**config.mk**
```make
export PLATFORM = sky130hd
export DESIGN_NAME = output_mem_ctrl_flat
export DESIGN_NICKNAME = d
export VERILOG_FILES = /design/src/rtl/output_mem_ctrl_if.sv /design/src/rtl/output_mem_ctrl.sv /design/src/flat_wrapper.sv
export SDC_FILE = /design/constraint.sdc
export NUM_CORES = 1
export LEC_CHECK = 0
export ABC_AREA = 1
export CORE_ASPECT_RATIO = 1.25
export CORE_UTILIZATION = 30
export DETAILED_ROUTE_END_ITERATION = 8
export SYNTH_ARGS = -nofsm -noshare
export SYNTH_HDL_FRONTEND = slang
export SYNTH_SLANG_ARGS = --single-unit
```
**constraint.sdc**
```tcl
create_clock -name I_OCTL_HCLK -period 3.1 [get_ports I_OCTL_HCLK]
set_input_delay 0.465 -clock I_OCTL_HCLK [delete_from_list [all_inputs] [get_ports I_OCTL_HCLK]]
set_output_delay 0.465 -clock I_OCTL_HCLK [all_outputs]
set_load 0.1 [all_outputs]
```
**src/rtl/output_mem_ctrl_if.sv**
```systemverilog
// Bundles the pixel, buffer-address, write-master and frame-control signals
// of output_mem_ctrl. The controller connects through the slave modport.
interface output_mem_ctrl_if;
  logic        I_OCTL_START;
  logic [31:0] I_OCTL_BASE_ADDR;
  logic        I_OCTL_PIX_VALID;
  logic        I_OCTL_PIX_LAST;
  logic        O_OCTL_PIX_READY;
  logic [7:0]  O_OCTL_IN_ADDRB;
  logic [7:0]  O_OCTL_IN_ADDRG;
  logic [7:0]  O_OCTL_IN_ADDRR;
  logic [7:0]  O_OCTL_OUT_ADDR0;
  logic [7:0]  O_OCTL_OUT_ADDR1;
  logic [7:0]  O_OCTL_OUT_ADDR2;
  logic [7:0]  O_OCTL_OUT_ADDR3;
  logic        O_OCTL_WVALID;
  logic        I_OCTL_WREADY;
  logic [31:0] O_OCTL_WADDR;
  logic        O_OCTL_BUSY;
  logic        O_OCTL_DONE;
  logic [15:0] O_OCTL_STALL_CNT;

  modport slave (
    input  I_OCTL_START, I_OCTL_BASE_ADDR, I_OCTL_PIX_VALID, I_OCTL_PIX_LAST,
           I_OCTL_WREADY,
    output O_OCTL_PIX_READY, O_OCTL_IN_ADDRB, O_OCTL_IN_ADDRG, O_OCTL_IN_ADDRR,
           O_OCTL_OUT_ADDR0, O_OCTL_OUT_ADDR1, O_OCTL_OUT_ADDR2, O_OCTL_OUT_ADDR3,
           O_OCTL_WVALID, O_OCTL_WADDR, O_OCTL_BUSY, O_OCTL_DONE, O_OCTL_STALL_CNT
  );

  modport master (
    output I_OCTL_START, I_OCTL_BASE_ADDR, I_OCTL_PIX_VALID, I_OCTL_PIX_LAST,
           I_OCTL_WREADY,
    input  O_OCTL_PIX_READY, O_OCTL_IN_ADDRB, O_OCTL_IN_ADDRG, O_OCTL_IN_ADDRR,
           O_OCTL_OUT_ADDR0, O_OCTL_OUT_ADDR1, O_OCTL_OUT_ADDR2, O_OCTL_OUT_ADDR3,
           O_OCTL_WVALID, O_OCTL_WADDR, O_OCTL_BUSY, O_OCTL_DONE, O_OCTL_STALL_CNT
  );
endinterface

```
**src/rtl/output_mem_ctrl.sv**
```systemverilog
// Ping-pong sequencer for the 64-byte output pixel buffer: fills one bank with
// B/G/R pixels while draining the other as 32-bit words to the AHB write master.
// Define OCTL_STALL_CNT_EN to build the write-stall cycle counter.
module output_mem_ctrl #(
  parameter int unsigned PIX_PER_BANK = 8,
  parameter int unsigned BANK1_BASE   = 32,
  parameter int unsigned IDLE_ADDR    = 61
) (
  input  logic              I_OCTL_HCLK,
  input  logic              I_OCTL_HRESET,
  output_mem_ctrl_if.slave  octl
);

  localparam logic [7:0] BANK1 = 8'(BANK1_BASE);
  localparam logic [7:0] PARK  = 8'(IDLE_ADDR);
  localparam logic [2:0] K_MAX = 3'(PIX_PER_BANK - 1);

  typedef enum logic [1:0] {S_IDLE, S_ADDR, S_WAIT, S_DATA} drain_state_e;

  drain_state_e state_q, state_d;

  logic        busy_q;
  logic        done_q;
  logic        last_seen_q;
  logic        wb_q;
  logic        rb_q;
  logic [1:0]  full_q, full_d;
  logic [2:0]  cnt_q;
  logic [2:0]  nwords_q [2];
  logic [2:0]  w_q;
  logic [31:0] ptr_q;

  logic        start_acc;
  logic        pix_ready;
  logic        pix_xfer;
  logic        bank_close;
  logic [4:0]  fill_bytes;
  logic [2:0]  close_words;
  logic [7:0]  wr_base;
  logic [7:0]  wr_off;
  logic [7:0]  rd_word;
  logic        wvalid;
  logic        word_release;
  logic        last_word;
  logic        bank_release;
  logic        done_cond;

  assign start_acc  = octl.I_OCTL_START & ~busy_q;
  assign pix_ready  = busy_q & ~full_q[wb_q] & ~last_seen_q;
  assign pix_xfer   = octl.I_OCTL_PIX_VALID & pix_ready;
  assign bank_close = pix_xfer & ((cnt_q == K_MAX) | octl.I_OCTL_PIX_LAST);

  // Words in a closing bank: ceil(3*(k+1)/4); a partial tail word is still sent whole.
  assign fill_bytes  = 5'd3 * ({2'b00, cnt_q} + 5'd1);
  assign close_words = 3'((fill_bytes + 5'd3) >> 2);

  assign wr_base = wb_q ? BANK1 : '0;
  assign wr_off  = 8'(cnt_q) * 8'd3;
  assign rd_word = (rb_q ? BANK1 : 8'd0) + {3'b000, w_q, 2'b00};

  assign word_release = wvalid & octl.I_OCTL_WREADY;
  assign last_word    = (w_q == nwords_q[rb_q] - 3'd1);
  assign bank_release = word_release & last_word;
  assign done_cond    = busy_q & last_seen_q & ~|full_q & (state_q == S_IDLE);

  // Close and release never hit the same bank, so both edits can apply together.
  always_comb begin
    full_d = full_q;
    if (bank_close)   full_d[wb_q] = 1'b1;
    if (bank_release) full_d[rb_q] = 1'b0;
  end

  always_comb begin
    state_d = state_q;
    wvalid  = 1'b0;
    unique case (state_q)
      S_IDLE: if (full_q[rb_q]) state_d = S_ADDR;
      S_ADDR: state_d = S_WAIT;
      S_WAIT: state_d = S_DATA;
      S_DATA: begin
        wvalid = 1'b1;
        if (octl.I_OCTL_WREADY) state_d = last_word ? S_IDLE : S_ADDR;
      end
      default: state_d = S_IDLE;
    endcase
  end

  always_ff @(posedge I_OCTL_HCLK) begin
    if (I_OCTL_HRESET) begin
      state_q     <= S_IDLE;
      busy_q      <= 1'b0;
      done_q      <= 1'b0;
      last_seen_q <= 1'b0;
      wb_q        <= 1'b0;
      rb_q        <= 1'b0;
      full_q      <= '0;
      cnt_q       <= '0;
      nwords_q[0] <= '0;
      nwords_q[1] <= '0;
      w_q         <= '0;
      ptr_q       <= '0;
    end else if (start_acc) begin
      state_q     <= S_IDLE;
      busy_q      <= 1'b1;
      done_q      <= 1'b0;
      last_seen_q <= 1'b0;
      wb_q        <= 1'b0;
      rb_q        <= 1'b0;
      full_q      <= '0;
      cnt_q       <= '0;
      w_q         <= '0;
      ptr_q       <= octl.I_OCTL_BASE_ADDR;
    end else begin
      state_q <= state_d;
      full_q  <= full_d;
      done_q  <= done_cond;
      if (done_cond) begin
        busy_q      <= 1'b0;
        last_seen_q <= 1'b0;
      end
      if (pix_xfer) begin
        if (bank_close) begin
          nwords_q[wb_q] <= close_words;
          wb_q           <= ~wb_q;
          cnt_q          <= '0;
          if (octl.I_OCTL_PIX_LAST) last_seen_q <= 1'b1;
        end else begin
          cnt_q <= cnt_q + 3'd1;
        end
      end
      if (word_release) begin
        ptr_q <= ptr_q + 32'd4;
        if (last_word) begin
          w_q  <= '0;
          rb_q <= ~rb_q;
        end else begin
          w_q <= w_q + 3'd1;
        end
      end
    end
  end

`ifdef OCTL_STALL_CNT_EN
  logic [15:0] stall_q;

  always_ff @(posedge I_OCTL_HCLK) begin
    if (I_OCTL_HRESET)
      stall_q <= '0;
    else if (start_acc)
      stall_q <= '0;
    else if (wvalid && !octl.I_OCTL_WREADY && stall_q != '1)
      stall_q <= stall_q + 16'd1;
  end

  assign octl.O_OCTL_STALL_CNT = stall_q;
`else
  assign octl.O_OCTL_STALL_CNT = '0;
`endif

  // The buffer writes every cycle, so idle cycles park on addresses outside both banks.
  assign octl.O_OCTL_PIX_READY = pix_ready;
  assign octl.O_OCTL_IN_ADDRB  = pix_xfer ? wr_base + wr_off          : PARK;
  assign octl.O_OCTL_IN_ADDRG  = pix_xfer ? wr_base + wr_off + 8'd1   : PARK + 8'd1;
  assign octl.O_OCTL_IN_ADDRR  = pix_xfer ? wr_base + wr_off + 8'd2   : PARK + 8'd2;
  assign octl.O_OCTL_OUT_ADDR0 = rd_word;
  assign octl.O_OCTL_OUT_ADDR1 = rd_word + 8'd1;
  assign octl.O_OCTL_OUT_ADDR2 = rd_word + 8'd2;
  assign octl.O_OCTL_OUT_ADDR3 = rd_word + 8'd3;
  assign octl.O_OCTL_WVALID    = wvalid;
  assign octl.O_OCTL_WADDR     = ptr_q;
  assign octl.O_OCTL_BUSY      = busy_q;
  assign octl.O_OCTL_DONE      = done_q;

  a_wvalid_hold: assert property (@(posedge I_OCTL_HCLK) disable iff (I_OCTL_HRESET)
    (wvalid && !octl.I_OCTL_WREADY) |=> wvalid);

  a_banks_apart: assert property (@(posedge I_OCTL_HCLK) disable iff (I_OCTL_HRESET)
    !(pix_xfer && state_q != S_IDLE && wb_q == rb_q));

endmodule

```
**src/flat_wrapper.sv**
```systemverilog
// flat-port wrapper written by rule: the top's interface ports become plain ports
module output_mem_ctrl_flat 
#(
  parameter int unsigned PIX_PER_BANK = 8,
  parameter int unsigned BANK1_BASE   = 32,
  parameter int unsigned IDLE_ADDR    = 61
)
  (I_OCTL_HCLK, I_OCTL_HRESET, octl_I_OCTL_START, octl_I_OCTL_BASE_ADDR, octl_I_OCTL_PIX_VALID, octl_I_OCTL_PIX_LAST, octl_I_OCTL_WREADY, octl_O_OCTL_PIX_READY, octl_O_OCTL_IN_ADDRB, octl_O_OCTL_IN_ADDRG, octl_O_OCTL_IN_ADDRR, octl_O_OCTL_OUT_ADDR0, octl_O_OCTL_OUT_ADDR1, octl_O_OCTL_OUT_ADDR2, octl_O_OCTL_OUT_ADDR3, octl_O_OCTL_WVALID, octl_O_OCTL_WADDR, octl_O_OCTL_BUSY, octl_O_OCTL_DONE, octl_O_OCTL_STALL_CNT);
  output_mem_ctrl_if octl_i ();
  input  logic I_OCTL_HCLK;
  input  logic I_OCTL_HRESET;
  input wire logic [$bits(octl_i.I_OCTL_START)-1:0] octl_I_OCTL_START;
  input wire logic [$bits(octl_i.I_OCTL_BASE_ADDR)-1:0] octl_I_OCTL_BASE_ADDR;
  input wire logic [$bits(octl_i.I_OCTL_PIX_VALID)-1:0] octl_I_OCTL_PIX_VALID;
  input wire logic [$bits(octl_i.I_OCTL_PIX_LAST)-1:0] octl_I_OCTL_PIX_LAST;
  input wire logic [$bits(octl_i.I_OCTL_WREADY)-1:0] octl_I_OCTL_WREADY;
  output wire logic [$bits(octl_i.O_OCTL_PIX_READY)-1:0] octl_O_OCTL_PIX_READY;
  output wire logic [$bits(octl_i.O_OCTL_IN_ADDRB)-1:0] octl_O_OCTL_IN_ADDRB;
  output wire logic [$bits(octl_i.O_OCTL_IN_ADDRG)-1:0] octl_O_OCTL_IN_ADDRG;
  output wire logic [$bits(octl_i.O_OCTL_IN_ADDRR)-1:0] octl_O_OCTL_IN_ADDRR;
  output wire logic [$bits(octl_i.O_OCTL_OUT_ADDR0)-1:0] octl_O_OCTL_OUT_ADDR0;
  output wire logic [$bits(octl_i.O_OCTL_OUT_ADDR1)-1:0] octl_O_OCTL_OUT_ADDR1;
  output wire logic [$bits(octl_i.O_OCTL_OUT_ADDR2)-1:0] octl_O_OCTL_OUT_ADDR2;
  output wire logic [$bits(octl_i.O_OCTL_OUT_ADDR3)-1:0] octl_O_OCTL_OUT_ADDR3;
  output wire logic [$bits(octl_i.O_OCTL_WVALID)-1:0] octl_O_OCTL_WVALID;
  output wire logic [$bits(octl_i.O_OCTL_WADDR)-1:0] octl_O_OCTL_WADDR;
  output wire logic [$bits(octl_i.O_OCTL_BUSY)-1:0] octl_O_OCTL_BUSY;
  output wire logic [$bits(octl_i.O_OCTL_DONE)-1:0] octl_O_OCTL_DONE;
  output wire logic [$bits(octl_i.O_OCTL_STALL_CNT)-1:0] octl_O_OCTL_STALL_CNT;
  assign octl_i.I_OCTL_START = octl_I_OCTL_START;
  assign octl_i.I_OCTL_BASE_ADDR = octl_I_OCTL_BASE_ADDR;
  assign octl_i.I_OCTL_PIX_VALID = octl_I_OCTL_PIX_VALID;
  assign octl_i.I_OCTL_PIX_LAST = octl_I_OCTL_PIX_LAST;
  assign octl_i.I_OCTL_WREADY = octl_I_OCTL_WREADY;
  assign octl_O_OCTL_PIX_READY = octl_i.O_OCTL_PIX_READY;
  assign octl_O_OCTL_IN_ADDRB = octl_i.O_OCTL_IN_ADDRB;
  assign octl_O_OCTL_IN_ADDRG = octl_i.O_OCTL_IN_ADDRG;
  assign octl_O_OCTL_IN_ADDRR = octl_i.O_OCTL_IN_ADDRR;
  assign octl_O_OCTL_OUT_ADDR0 = octl_i.O_OCTL_OUT_ADDR0;
  assign octl_O_OCTL_OUT_ADDR1 = octl_i.O_OCTL_OUT_ADDR1;
  assign octl_O_OCTL_OUT_ADDR2 = octl_i.O_OCTL_OUT_ADDR2;
  assign octl_O_OCTL_OUT_ADDR3 = octl_i.O_OCTL_OUT_ADDR3;
  assign octl_O_OCTL_WVALID = octl_i.O_OCTL_WVALID;
  assign octl_O_OCTL_WADDR = octl_i.O_OCTL_WADDR;
  assign octl_O_OCTL_BUSY = octl_i.O_OCTL_BUSY;
  assign octl_O_OCTL_DONE = octl_i.O_OCTL_DONE;
  assign octl_O_OCTL_STALL_CNT = octl_i.O_OCTL_STALL_CNT;
  output_mem_ctrl #(.PIX_PER_BANK(PIX_PER_BANK), .BANK1_BASE(BANK1_BASE), .IDLE_ADDR(IDLE_ADDR)) u_core (.I_OCTL_HCLK(I_OCTL_HCLK), .I_OCTL_HRESET(I_OCTL_HRESET), .octl(octl_i));
endmodule
```
# Word level (Yosys, flattened, before mapping)
# Memory sizes are Yosys's and may differ from the RTL's. A register that Yosys moved wholly into a read port is not among the register bits.
# Cells that the tools add are included.
[classes]
n_addsub = 13
multipliers = 2
n_lt_le_gt_ge = 4
eq_ne = 7
mux = 42
n_bitwise = 19
n_reduce_logical = 12
[ops]
columns = ["cell", "count"]
rows = [
  ["two-way mux 32 bit", 2],
  ["adder 32 x 3 -> 32 bit (second input constant)", 1],
  ["two-way mux 1 bit", 25],
  ["adder 8 x 2 -> 8 bit (second input constant)", 3],
  ["two-way mux 8 bit", 3],
  ["adder 8 x 1 -> 8 bit (second input constant)", 2],
  ["adder 8 x 5 -> 8 bit", 2],
  ["two-way mux 6 bit", 2],
  ["AND 1 bit", 10],
  ["two-way mux 3 bit", 3],
  ["two-way mux 2 bit", 4],
  ["one-hot mux 2 bit (4 select lines)", 1],
  ["adder 3 x 1 -> 3 bit (second input constant)", 2],
  ["AND reduction 2 bit", 3],
  ["adder 5 x 2 -> 5 bit (second input constant)", 1],
  ["multiplier 2 x 5 -> 5 bit (first input constant)", 1],
  ["multiplier 3 x 2 -> 5 bit (second input constant)", 1],
  ["NOT 1 bit", 5],
  ["adder 3 x 1 -> 4 bit (second input constant)", 1],
  ["== test 2 bit (second input constant)", 2],
  ["< comparator 1 x 2 -> 1 bit (second input constant)", 2],
  ["!= test 2 bit (second input constant)", 2],
  ["nonzero test 2 bit", 2],
  ["OR reduction 2 bit", 2],
  ["other kinds (14)", 17],
]
[totals]
register_bits = 47
ram_bits = 6
output_inout_bits = 108
wordCells = 110
memories = 1
[mem_list]
columns = ["memory", "words", "word_bits", "read_ports", "rd_ports_with_merged_regs", "wr", "line", "text"]
rows = [
  ["u_core.nwords_q", 2, 3, 1, 1, 2, "output_mem_ctrl.sv:29", "logic [2:0] nwords_q [2];"],
]

# Depth between registers and ports, before layout
# Gate-level depths: netlist of the first run.
[depth]
word_depth = 14
mapped_depth = 14

# Worst setup path before layout of the first run
# Ideal clock, no wire load.
[synth_path]
kind = "reg2out"
startpoint = "register u_core.busy_q, in the netlist u_core.octl.O_OCTL_BUSY"
endpoint = "output octl_O_OCTL_IN_ADDRG[6]"
arrival_time_ns = 4.322
required_ns = 2.635
slack_ns = -1.687
stages_incl_launch_ff = 5
cell_sequence = "dfxtp_1 -> nand4_2 -> nor2_4 -> inv_2 -> nor4_1"
[synth_between]
elab_chain_len = 4
[synth_rtl]
columns = ["element", "line", "text"]
rows = [
  ["start: declaration", "output_mem_ctrl.sv:22", "logic busy_q;"],
  ["start signal: assignment", "output_mem_ctrl.sv:91", "busy_q <= 1'b0;"],
  ["start signal: assignment", "output_mem_ctrl.sv:104", "busy_q <= 1'b1;"],
  ["start signal: assignment", "output_mem_ctrl.sv:118", "busy_q <= 1'b0;"],
  ["AND 1 bit (2 in a row)", "output_mem_ctrl.sv:49", "assign pix_ready = busy_q & ~full_q[wb_q] & ~last_seen_q;"],
  ["AND 1 bit", "output_mem_ctrl.sv:50", "assign pix_xfer = octl.I_OCTL_PIX_VALID & pix_ready;"],
  ["two-way mux 8 bit", "output_mem_ctrl.sv:163", "assign octl.O_OCTL_IN_ADDRG = pix_xfer ? wr_base + wr_off + 8'd1 : PARK + 8'd1;"],
  ["end: declaration", "flat_wrapper.sv:19", "output wire logic [$bits(octl_i.O_OCTL_IN_ADDRG)-1:0] octl_O_OCTL_IN_ADDRG;"],
]
# No other way between the ends.

# Final worst setup path of the first run
[layout_path]
startpoint = "register u_core.cnt_q[1]"
endpoint = "output octl_O_OCTL_IN_ADDRG[5]"
[layout_between]
elab_chain_len = 4
[layout_rtl]
columns = ["element", "line", "text"]
rows = [
  ["start: declaration", "output_mem_ctrl.sv:28", "logic [2:0] cnt_q;"],
  ["start signal: assignment", "output_mem_ctrl.sv:128", "cnt_q <= cnt_q + 3'd1;"],
  ["multiplier 3 x 2 -> 5 bit", "output_mem_ctrl.sv:58", "assign wr_off = 8'(cnt_q) * 8'd3;"],
  ["adder 8 x 5 -> 8 bit", "output_mem_ctrl.sv:163", ""],
  ["adder 8 x 1 -> 8 bit", "output_mem_ctrl.sv:163", ""],
  ["two-way mux 8 bit", "output_mem_ctrl.sv:163", ""],
]
# No other way between the ends.

==> results.toml, run 1 <==
[status]
status = "finished, final reports clean"

[power_and_ir_drop]
leakagePower_nw = 2.36
irDropWorstVdd_mv = 0.207
power.total_mw = 2.44
power_density_nw_per_um2 = 455

[critical_path]
cp_max_fo = 5
cp.arrival_ns = 2.36
cp.required_ns = 2.63
startpoint_type = "flop"
cp-end-kind = "output pin"
regToRegStartpoint = "u_core.cnt_q[0]"
crit_type = "flop to output pin"
critPathLaunch = "u_core.cnt_q[1]"

[sta]
fin_tns_setup_ns = 0
tightest_slew_ns = 0.594
slew-limit-headroom = 0.604
max_freq_ghz = 0.353
setup_viol = 0
min_period_ns = 2.83
drv_slew = 0
whs_ns = 0.481
skew_ns = 0.00445
rsz0062_at_grt = "no"
final_hold_viol_count = 0
fin_crit_sh = 0.913
setup_ws_ns = 0.270

[grt]
grt_util_met3 = 0.0342
gr-total-overflow = 0
grt_max_degree = 33
track_usage = 0.166
antenna_found_initial = 0
busiest_layer = "met2"
grt_pass1_vias = 3871
grtUsageMet2 = 0.295
grtUsageMet1 = 0.202
grt_first_pass_wirelength_mm = 18.9

[synth]
yosysWarnings = 0
syn_inst = 657
synth-seq-cells = 54
avgSynthCellArea_um2 = 6.34
yosysSeqAreaShare = 0.274
synth_cell_types = 37
syn_area_um2 = 4160

[layout]
final_core_util = 0.399
multi_input_area_um2 = 2420
fillers = 1434
regArea_um2 = 1140
final_area_um2 = 5360
diodes = 0
syn2layout_area_growth_pct = 28.6
drive_gt1_frac = 0.166
final_cells = 919
nNetsFinal = 803

[clock_tree]
cts_hold_buf = 0
clk_pin_slew_ns = 0.07
cts_sinks = 54
clk_path_buf_depth = 2
cts_setup_buffers = 0
post_cts_resized = 0
root_buffer = "clkbuf_16"
numCtsBuffers = 5
htreeDepth = 2
insertion_delay_ns = 0.30
cts_tree = "done"

[floorplan]
core_um2 = 13400
rows = 47
fp.dieH_um = 134
die_w_um = 107
die-area_um2 = 14400
ios = 146
start_util = 0.310

[placed_design]
gp_congestion = 0.853
post-place-ws_ns = 0.604
portBuffers = 109
dpl.hpwl_mm = 8.96
placedCellCount = 911
post_dp_cell_area_um2 = 5170

[routing]
drc_errors = 0
via_per_inst = 4.50
ant_nets = 0
first_pass_iters = 5
drt-wirelength-per-cell_um = 12.9
vias = 4132
drt_iter0_drc = 146
routed_wl_mm = 11.8

[worst_hold_path]
min_from = "u_core.last_seen_q"
hold_class = "flop to flop"

[run]
cap_violations = 0
placed cells by master, fill, tap and decap left out, drive strengths merged, types with 2 or more instances in the layout:
cell type,count
a211oi,2
a21oi,30
a311oi,2
buf,80
bufinv,2
clkbuf,5
clkdlybuf4s50,37
clkinv,3
conb,36
dfxtp,48
edfxtp,6
ha,18
inv,80
nand2,187
nand3,48
nand4,5
nor2,79
nor3,13
o211ai,6
o21ai,34
o21bai,2
or2,6
xnor2,3
xor2,9
sequential cells by signal, summed over array words and instances (netlist names), named ones only:
signal and flops:
u_core.last_seen_q 1, u_core.cnt_q 3, u_core.nwords_q 6, u_core.full_q 2, u_core.state_q 2, u_core.rb_q 1, u_core.octl.O_OCTL_BUSY 1, u_core.w_q 3
u_core.octl.O_OCTL_WADDR 32, u_core.octl.O_OCTL_DONE 1, u_core.wb_q 1
per-layer routing:
metal  part of all wire  routed length, um
met1               0.43               5070
met2               0.50               5860
met3              0.062                736
met4              0.013                158
met5                  0                  0
synthesized netlist by cell type, drive strengths merged:
cell | instances | area share
nand2 | 187 | 0.17
inv | 81 | 0.073
nor2 | 79 | 0.086
buf | 57 | 0.099
dfxtp | 48 | 0.23
nand3 | 48 | 0.059
o21ai | 34 | 0.041
a21oi | 30 | 0.036
ha | 18 | 0.054
nor3 | 13 | 0.016
clkbuf | 11 | 0.0099
xor2 | 9 | 0.019
edfxtp | 6 | 0.043
o211ai | 6 | 0.011
or2 | 6 | 0.0090
nand4 | 5 | 0.0090
xnor2 | 3 | 0.0063
a211oi | 2 | 0.0036
a311oi | 2 | 0.0042
clkinv | 2 | 0.0018
conb | 2 | 0.0018
o21bai | 2 | 0.0036
a32oi | 1 | 0.0021
mux2i | 1 | 0.0024
nand3b | 1 | 0.0018
nor4 | 1 | 0.0015
o22ai | 1 | 0.0015
o31ai | 1 | 0.0018
power breakdown:
part / switching [mW] / total [mW] / internal, mW
combinational: 0.708 / 0.901 / 0.192
clock: 0.278 / 0.740 / 0.461
sequential: 0.0520 / 0.796 / 0.744
logic make-up (layout without fill, tap and decap cells):
family,count (synthesis),in the layout,share of synthesized area
AO/OA/AOI/OAI,79,79,0.105
AND/OR/NAND/NOR,340,340,0.354
other,2,36,0.00180
adder cells (fa/ha/maj),18,18,0.0541
flip-flops,54,54,0.274
buffers and inverters,151,208,0.184
multiplexers,1,1,0.00240
XOR/XNOR,12,12,0.0253
cell type report:
| class | instances | share of cell area |
|---|---|---|
| Timing Repair Buffer | 117 | 0.200 |
| Sequential cell | 54 | 0.214 |
| Inverter | 83 | 0.0593 |
| Clock inverter | 3 | 0.0119 |
| Clock buffer | 5 | 0.0234 |
| Multi-Input combinational cell | 486 | 0.452 |
| Tap cell | 171 | 0.0400 |
path summary, 6_finish.rpt:
kind | slack [ns] | depth (start not counted) | end
max | 0.27 | 11 | octl_O_OCTL_IN_ADDRG[5]
min | 0.48 | 2 | u_core.last_seen_q
min reg2reg | 0.48 | 2 | u_core.last_seen_q
max reg2reg | 0.62 | 10 | u_core.nwords_q[1][2]
worst max-delay path, stage by stage, from the launching register on:
cell,delay [ns]
dfxtp_1,0.40
inv_1,0.09
ha_1,0.28
inv_1,0.04
ha_1,0.32
ha_1,0.20
nand4_1,0.13
xor2_1,0.18
nand2_2,0.10
nand2_1,0.06
o21ai_2,0.08
buf_12,0.19
No activity file was read; power rests on OpenSTA's default activity.
==> run 2, diff against run 1 <==
Settings changed: ABC_AREA 1 to default.
==> run 2 against run 1 <==
Design area shrank 12%. Critical path type unchanged. Highest routed layer unchanged. Register-to-register slack improved by 0.05 ns. Worst setup slack better by 0.089 ns. Cell count is 24% lower. Flip-flop and latch count unchanged. Synthesized area is 12% lower. Sequential share of layout area up 2.8 points. Power fell by 10%. Sequential power about the same. Non-clock buffer count unchanged. Critical endpoint unchanged. Via count fell by 18%.
==> results.toml, run 2 <==
[layout]
final_cells = 696
diodes = 0
layout_commonest_cell = "buf_4"
largest_reg_flops = 32
fillers = 1198
syn2layout_area_growth_pct = 29.9
drive_gt1_frac = 0.187
regArea_um2 = 1140
final_cell_mix = "73 x buf_4, 47 x dfxtp_1, 37 x nand2_1, 37 x clkdlybuf4s50_1, 36 x conb_1"
multi_input_area_um2 = 2140
nNetsFinal = 590

[routing]
ant_nets = 0
drt-wirelength-per-cell_um = 14.1
routed_wl_mm = 9.82
first_pass_iters = 4
drc_errors = 0
via_per_inst = 4.89
vias = 3401
drt_iter0_drc = 129

[synth]
yosysWarnings = 0
avgSynthCellArea_um2 = 8.08
syn_area_um2 = 3650
syn_inst = 451
synthTopCellsByCount = "50 x buf_4, 48 x dfxtp_1, 38 x nand2_1"
yosysMostFrequentCell = "buf_4"
yosysSeqAreaShare = 0.313
synth_cell_types = 49
synth_ff_type = "dfxtp_1"
synth_area_leaders = "dfxtp_1 26%, buf_4 10%, ha_1 6.2%, edfxtp_1 4.9%, xor2_1 4.1%"
synth_top_area_cell = "dfxtp_1"
async_flop_share = 0
synth-seq-cells = 54
synth_top_area_frac = 0.264
synth_edf_count = 6

[critical_path]
cp_slowest_cell = "dfxtp_1"
reg2reg_setup_slack_ns = 0.67
critPathLaunch = "u_core.cnt_q[1]"
r2r_cells = 8
regToRegStartpoint = "u_core.cnt_q[0]"
crit_type = "flop to output pin"
cp_max_fo = 5
cp-end-kind = "output pin"
cp.required_ns = 2.63
cp.arrival_ns = 2.28
r2r_end = "u_core.nwords_q[0][2]"
cp_top_family = "XOR/XNOR gates"
path_cells = "inv_1 > ha_1 > inv_1 > ha_1 > xor2_1 > nand4_1 > xor2_1 > nand2_1 > buf_12"
worst_setup_path_endpoint = "octl_O_OCTL_IN_ADDRG[5]"
cp_slowest_stage_delay_ns = 0.40
path_depth = 9
startpoint_type = "flop"
critPathBufInv = 3

[sta]
setup_viol = 0
slew-limit-headroom = 0.654
tightest_slew_ns = 0.514
rsz0062_at_grt = "no"
fin_tns_setup_ns = 0
whs_ns = 0.459
fin_crit_sh = 0.884
min_period_ns = 2.74
max_freq_ghz = 0.365
setup_ws_ns = 0.359
drv_slew = 0
final_hold_viol_count = 0
skew_ns = 0.00833

[floorplan]
die-area_um2 = 12600
start_util = 0.311
rows = 44
ios = 146
fp.dieH_um = 125
die_w_um = 101
core_um2 = 11700

[clock_tree]
clk_path_buf_depth = 2
cts_setup_buffers = 0
cts_tree = "done"
cts_sinks = 54
numCtsBuffers = 5
post_cts_resized = 0
root_buffer = "clkbuf_16"
insertion_delay_ns = 0.30
cts_hold_buf = 0
clk_pin_slew_ns = 0.07
htreeDepth = 2

[worst_hold_path]
hold_class = "flop to flop"
hold_depth = 2

[placed_design]
placedCellCount = 688
portBuffers = 109
dpl.hpwl_mm = 7.41
gp_congestion = 0.804
post-place-ws_ns = 0.511

[power_and_ir_drop]
power.total_mw = 2.18
irDropWorstVdd_mv = 0.202
leakagePower_nw = 1.89
power_density_nw_per_um2 = 461

[run]
cap_violations = 0

[grt]
track_usage = 0.155
grtUsageMet1 = 0.183
grt_first_pass_wirelength_mm = 15.8
grt_pass1_vias = 3231
gr-total-overflow = 0
busiest_layer = "met2"
grtUsageMet2 = 0.278
antenna_found_initial = 0
grt_util_met3 = 0.0302
grt_max_degree = 50

[status]
status = "finished, final reports clean"
## run 2: changes by cell type after synthesis, sizes merged, moves of 8 or more
cell    delta
nand2    -149
inv       -68
nor2      -51
nand3     -24
a21oi     -13
clkbuf    +12
a31oi     +11
or3       +10
or4       +10
and3       +9
nand4      +9
xor2       +8
## run 2: where the power goes
part           leakage (nW)  internal (mW)  switching (mW)
clock network        0.0684          0.302           0.257
logic                  1.36          0.168           0.657
registers             0.457          0.745          0.0532
## run 2: stage by stage
step / utilization / area, um^2
6_report: 0.404 / 4740
3_3_place_gp: 0.392 / 4600
3_5_place_dp: 0.392 / 4600
5_1_grt: 0.404 / 4740
4_1_cts: 0.404 / 4740
2_1_floorplan: - / 3820
## run 2: final cells by class
class,count,share of cell area
clock buffers,7,0.0280
flip-flops and latches,54,0.242
clock inverters,1,0.00132
inverters,13,0.0119
multi-input cells,343,0.451
well taps,161,0.0425
repair buffers,117,0.224
## run 2: how the worst min path moves through the flow
stage,from,slack (ns),end
6_report,u_core.octl.O_OCTL_WADDR[1],0.46,u_core.octl.O_OCTL_WADDR[1]
5_1_grt,u_core.octl.O_OCTL_WADDR[1],0.48,u_core.octl.O_OCTL_WADDR[1]
4_1_cts,u_core.octl.O_OCTL_WADDR[1],0.47,u_core.octl.O_OCTL_WADDR[1]
2_1_floorplan,u_core.full_q[1],0.45,u_core.full_q[1]
3_5_place_dp,u_core.octl.O_OCTL_WADDR[1],0.46,u_core.octl.O_OCTL_WADDR[1]
3_3_place_gp,u_core.octl.O_OCTL_WADDR[1],0.45,u_core.octl.O_OCTL_WADDR[1]
## run 2: kinds of logic (layout without fill, tap and decap cells)
family | count (synthesis) | in the layout | share of synthesized area
muxes | 7 | 7 | 0.0192
buffers and inverters | 88 | 138 | 0.144
xor gates and xnor gates | 27 | 27 | 0.0649
AOI/OAI and AO/OA | 87 | 87 | 0.148
DFF | 54 | 54 | 0.313
other | 2 | 36 | 0.00206
and+or+nand+nor | 168 | 168 | 0.247
adders and majority gates | 18 | 18 | 0.0618
## run 2: routing by layer
metal  up-vias  wire length (um)  part of all wire
met2       119              4890              0.50
met5         -                 0                 0
li1       1696                 -                 -
met4         0               168             0.017
met1      1575              4160              0.42
met3        11               594             0.061
## run 2: worst min-delay path, stage by stage, from the launching register on
cell and delay (ns):
dfxtp_1 0.31, nand2_1 0.05, a21oi_1 0.05
